[config.mk]
export PLATFORM = sky130hd
export DESIGN_NAME = bcd_to_binary
export DESIGN_NICKNAME = d
export VERILOG_FILES = /design/src/rtl/bcd_to_binary.sv
export SDC_FILE = /design/constraint.sdc
export NUM_CORES = 1
export LEC_CHECK = 0
export CAP_MARGIN = 10
export CELL_PAD_IN_SITES_DETAIL_PLACEMENT = 1
export CELL_PAD_IN_SITES_GLOBAL_PLACEMENT = 2
export CORE_ASPECT_RATIO = 0.7
export CORE_MARGIN = 10
export CORE_UTILIZATION = 39
export CTS_BUF_LIST = sky130_fd_sc_hd__clkbuf_2
export DETAILED_ROUTE_END_ITERATION = 6
export GPL_TIMING_DRIVEN = 0
export PLACE_DENSITY = 0.95
export SLEW_MARGIN = 30
export SYNTH_ARGS = -nofsm -noshare
export SYNTH_HDL_FRONTEND = slang
export SYNTH_SLANG_ARGS = --single-unit
export TNS_END_PERCENT = 20
[constraint.sdc]
create_clock -name clk -period 8.5 [get_ports clk]
set_clock_uncertainty 0.05 [all_clocks]
set_input_delay 1.275 -clock clk [delete_from_list [all_inputs] [get_ports clk]]
set_output_delay 1.275 -clock clk [all_outputs]
set_load 0.01 [all_outputs]
[src/rtl/bcd_to_binary.sv]
// Sequential packed-BCD to binary converter: one digit per clock via acc*10 + digit, valid/ready on both sides.
// Optional range flag against MAX_VAL is built only when BCD2BIN_RANGE_CHECK_EN is defined.
module bcd_to_binary #(
  parameter int NUM_DIGITS = 4,
  parameter int BIN_W      = 14,
  parameter int MAX_VAL    = 2359
) (
  input  logic                    clk,
  input  logic                    rst_n,
  input  logic                    in_valid,
  output logic                    in_ready,
  input  logic [4*NUM_DIGITS-1:0] bcd_in,
  output logic                    out_valid,
  input  logic                    out_ready,
  output logic [BIN_W-1:0]        binary,
  output logic                    digit_err,
  output logic                    range_err
);

  localparam int IN_W  = 4 * NUM_DIGITS;
  localparam int IDX_W = (NUM_DIGITS > 1) ? $clog2(NUM_DIGITS) : 1;

  typedef enum logic [1:0] {IDLE, CONV, DONE} state_e;

  state_e           state_q, state_d;
  logic [IN_W-1:0]  bcd_q, bcd_d;
  logic [BIN_W-1:0] acc_q, acc_d, acc_next;
  logic [IDX_W-1:0] idx_q, idx_d;
  logic             err_q, err_d;
  logic             out_valid_q, out_valid_d;
  logic [BIN_W-1:0] binary_q, binary_d;
  logic             digit_err_q, digit_err_d;
  logic [3:0]       digit;

  function automatic logic [BIN_W-1:0] mul10(input logic [BIN_W-1:0] a);
    return (a << 3) + (a << 1);
  endfunction

  function automatic logic any_bad_digit(input logic [IN_W-1:0] b);
    logic bad;
    bad = 1'b0;
    for (int i = 0; i < NUM_DIGITS; i++) begin
      bad = bad | (b[i*4 +: 4] > 4'd9);
    end
    return bad;
  endfunction

  always_comb begin
    digit = 4'd0;
    for (int i = 0; i < NUM_DIGITS; i++) begin
      if (idx_q == IDX_W'(i)) digit = bcd_q[i*4 +: 4];
    end
  end

  // Out-of-range nibbles still flow through; the result is masked at DONE entry.
  assign acc_next = mul10(acc_q) + BIN_W'(digit);

  always_comb begin
    state_d     = state_q;
    bcd_d       = bcd_q;
    acc_d       = acc_q;
    idx_d       = idx_q;
    err_d       = err_q;
    out_valid_d = out_valid_q;
    binary_d    = binary_q;
    digit_err_d = digit_err_q;
    case (state_q)
      IDLE: begin
        if (in_valid) begin
          bcd_d   = bcd_in;
          acc_d   = '0;
          idx_d   = IDX_W'(NUM_DIGITS - 1);
          err_d   = any_bad_digit(bcd_in);
          state_d = CONV;
        end
      end
      CONV: begin
        acc_d = acc_next;
        idx_d = idx_q - IDX_W'(1);
        if (idx_q == '0) begin
          state_d     = DONE;
          out_valid_d = 1'b1;
          binary_d    = err_q ? '0 : acc_next;
          digit_err_d = err_q;
        end
      end
      DONE: begin
        if (out_ready) begin
          state_d     = IDLE;
          out_valid_d = 1'b0;
          binary_d    = '0;
          digit_err_d = 1'b0;
        end
      end
      default: state_d = IDLE;
    endcase
  end

  always_ff @(posedge clk or negedge rst_n) begin
    if (!rst_n) begin
      state_q     <= IDLE;
      bcd_q       <= '0;
      acc_q       <= '0;
      idx_q       <= '0;
      err_q       <= 1'b0;
      out_valid_q <= 1'b0;
      binary_q    <= '0;
      digit_err_q <= 1'b0;
    end else begin
      state_q     <= state_d;
      bcd_q       <= bcd_d;
      acc_q       <= acc_d;
      idx_q       <= idx_d;
      err_q       <= err_d;
      out_valid_q <= out_valid_d;
      binary_q    <= binary_d;
      digit_err_q <= digit_err_d;
    end
  end

  assign in_ready  = (state_q == IDLE);
  assign out_valid = out_valid_q;
  assign binary    = binary_q;
  assign digit_err = digit_err_q;

`ifdef BCD2BIN_RANGE_CHECK_EN
  logic range_err_q, range_err_d;

  always_comb begin
    range_err_d = range_err_q;
    if (state_q == CONV && idx_q == '0) begin
      range_err_d = !err_q && (acc_next > BIN_W'(MAX_VAL));
    end else if (out_valid_q && out_ready) begin
      range_err_d = 1'b0;
    end
  end

  always_ff @(posedge clk or negedge rst_n) begin
    if (!rst_n) range_err_q <= 1'b0;
    else        range_err_q <= range_err_d;
  end

  assign range_err = range_err_q;
`else
  localparam int unused_max_val = MAX_VAL;
  assign range_err = 1'b0;
`endif

endmodule

==> key figures <==
Outcome
  – Outcome: completed

Power
  – Worst vdd ir: 117 µV
  – Gate power share: 0.593
  – Sw frac: 0.453
  – Power per cell area: 425 nW/µm²
  – Power Internal: 0.000760 W
  – Total power: 0.00139 W
  – Sw Pwr: 0.000630 W
  – Clock network power share: 0.097
  – Leakage power: 1.47 nW
  – Reg power frac: 0.310

Die
  – IO Count: 38
  – Die Wd: 120 µm
  – Row count: 25
  – Die area: 10700 µm²
  – Initial Util: 0.401
  – Core Area: 6760 µm²
  – Die Y: 89.7 µm

Timing
  – Slew Limit Fails: 0
  – Minimum clock period: 3870 ps
  – Maximum clock frequency: 259 MHz
  – Final period util: 0.455
  – Tightest Pin Transition: 595 ps
  – Setup repair after global routing missed its margin: false
  – Max_slew headroom: 0.604
  – Hold Fails Final Rpt: 0
  – Final setup fails: 0
  – Setup TNS: 0 ps

Route
  – Post-Route WL: 6950 µm
  – First-pass DRT Iterations: 4
  – DR iter-0 viols: 65
  – Number of routed nets with antenna violations: 0
  – Via density: 5.20
  – Wire per inst: 17.5 µm
  – Detailed-route via count: 2064
  – Number of remaining DRC errors: 0

Run
  – Max-cap violation count: 0

Clock network
  – Clock sink count: 50
  – Clock slew at reported path FFs: 280 ps
  – CTS tree: done
  – Setup bufs post-CTS: 0
  – Total CTS buffers: 5
  – CTS resizes: 0
  – Latest clock arrival within the worst-skew pair: 470 ps
  – Hold Buf Count CTS: 0
  – CTS root buffer: clkbuf_2
  – Clock Tree Buf Depth: 2
  – CTS HTree Levels: 2

Yosys
  – Yosys top cell area share: 0.462
  – Cell variety after synth: 41
  – Register area share after synthesis: 0.462
  – Cells after Synth: 258
  – Cell taking the most area after synthesis: dfrtp_1
  – Synth warn: 0
  – Seq cells post-synth: 50
  – Post-Syn Area per Cell: 10.5 µm²
  – Async set or reset register ratio after synthesis: 1.00
  – Post-synth EDFFs: 0
  – Mapped Area: 2710 µm²
  – Mapped Nets: 306
  – Top_reg_cell synth: dfrtp_1
  – Synth top area cells: dfrtp_1 46%, ha_1 12%, mux2_2 6.2%

Layout
  – P&R area growth vs syn: 20.8%
  – Area of the multi-input gates: 1390 µm²
  – Fill cells: 789
  – NumNets Final: 350
  – # diodes: 0
  – Share of layout cells above drive strength 1: 0.122
  – Most frequent cells in the layout: 50 x dfrtp_1, 39 x nand2_1, 35 x clkdlybuf4s50_1
  – Register area: 1250 µm²
  – Post-route cell area: 3270 µm²
  – Finished Core Util: 0.485
  – Most common cell after layout, fill and taps aside: dfrtp_1

Setup path
  – CP endpoint kind: flop
  – Register-to-Register Path Depth: 16
  – WP data arrival: 4200 ps
  – Startpoint types: flop
  – Setup Crit Path Kind: reg -> reg
  – CP max FO: 5
  – R2R Setup Slk: 4630 ps
  – Data required, critical path: 8830 ps

GRT
  – First-pass GRT wire length: 11400 µm
  – Gr usage total: 0.129
  – Vias in the first global route: 2211
  – Gr ovfl total: 0
  – Largest net degree at the start of global routing: 33
  – Initial antenna violation count: 0

Placed design
  – Placed cell areas: 3210 µm²
  – Post-DP HPWL: 5440 µm
  – Placer congestion estimate: 0.828
  – IO buf count: 36

Worst hold path
  – Hold Path Class: reg -> reg
  – Hold depth: 2
-- critical path: stages, from the launching register on --
cell      delay (ps)
dfrtp_1          500
inv_1            100
ha_1             270
nor2b_1          310
a22oi_1          150
nor2_1           120
a21oi_1           50
o21ai_0          170
ha_1             260
ha_1             230
fa_1             420
a21o_1           240
a221oi_2         320
o21a_2           210
o21ai_2           70
xnor2_1          200
o22ai_1          100
-- Yosys cell counts, types with 2 or more instances --
library cell  number
a211oi_1           2
a21o_1             2
a21oi_1           13
a22o_1             4
a22oi_1            2
buf_2              5
clkbuf_1           3
dfrtp_1           50
fa_1               2
ha_1              26
inv_1              7
mux2_2            15
nand2_1           39
nand2b_1           2
nand3_1            2
nor2_1            11
nor2b_1            5
nor3_1             4
o21ai_0           18
o21ai_1            6
o22ai_1           10
xnor2_1            5
xor2_1             7
-- worst paths after layout --
path,start,endpoint
setup / recovery,idx_q[0],acc_q[12]
setup reg to reg,idx_q[0],acc_q[12]
hold / removal,binary[12],binary[12]
min in group asynchronous,rst_n,binary[10]
hold reg to reg,binary[12],binary[12]
max in group asynchronous,rst_n,binary[0]
-- registers in the layout (all words and copies together), names as in the netlist --
register   flops
out_valid      1
state_q        2
err_q          1
idx_q          2
binary        14
digit_err      1
bcd_q         16
acc_q         13
-- final cells by class --
cell class | count | share of cell area
buffer | 9 | 0.0134
timing repair buffer | 37 | 0.115
clock inverter | 3 | 0.0134
inverter | 7 | 0.00802
clock buffer | 5 | 0.00764
multi-input combinational | 192 | 0.424
sequential | 50 | 0.382
tap | 94 | 0.0359
-- cells by family after synthesis --
family,after synthesis,synth area share
AND/OR/NAND/NOR,68,0.114
multiplexers,17,0.0702
adder cells (fa/ha/maj),28,0.135
buffers and inverters,16,0.0259
other,1,0.00138
XOR/XNOR,12,0.0388
flip-flops,50,0.462
AO/OA/AOI/OAI,66,0.153
-- stage by stage --
step / cells / hold WS, ps / setup slack (ps)
finish: 397 / 470 / 4630
global route: 397 / 510 / 4300
CTS: 397 / 480 / 4600
detailed placement: 389 / 425 / 4650
global placement: 388 / 410 / 4620
floorplan: 258 / 409 / 5280
-- metal layers --
metal	wire length, µm	vias up	global-route usage	part of all wire
met3	289	6	0.0287	0.042
met1	3420	1028	0.175	0.49
li1	-	997	-	-
met5	0	-	0	0
met4	72	0	0.0331	0.010
met2	3170	33	0.203	0.46
-- power by group through the flow --
stage               combinational, W  clock, W  sequential, W
floorplan                   0.000555         0       0.000426
global placement            0.000792         0       0.000432
detailed placement          0.000828         0       0.000438
CTS                         0.000833  0.000137       0.000432
global route                0.000921  0.000147       0.000448
finish                      0.000825  0.000135       0.000431
Power figures use the tool's default switching activity.
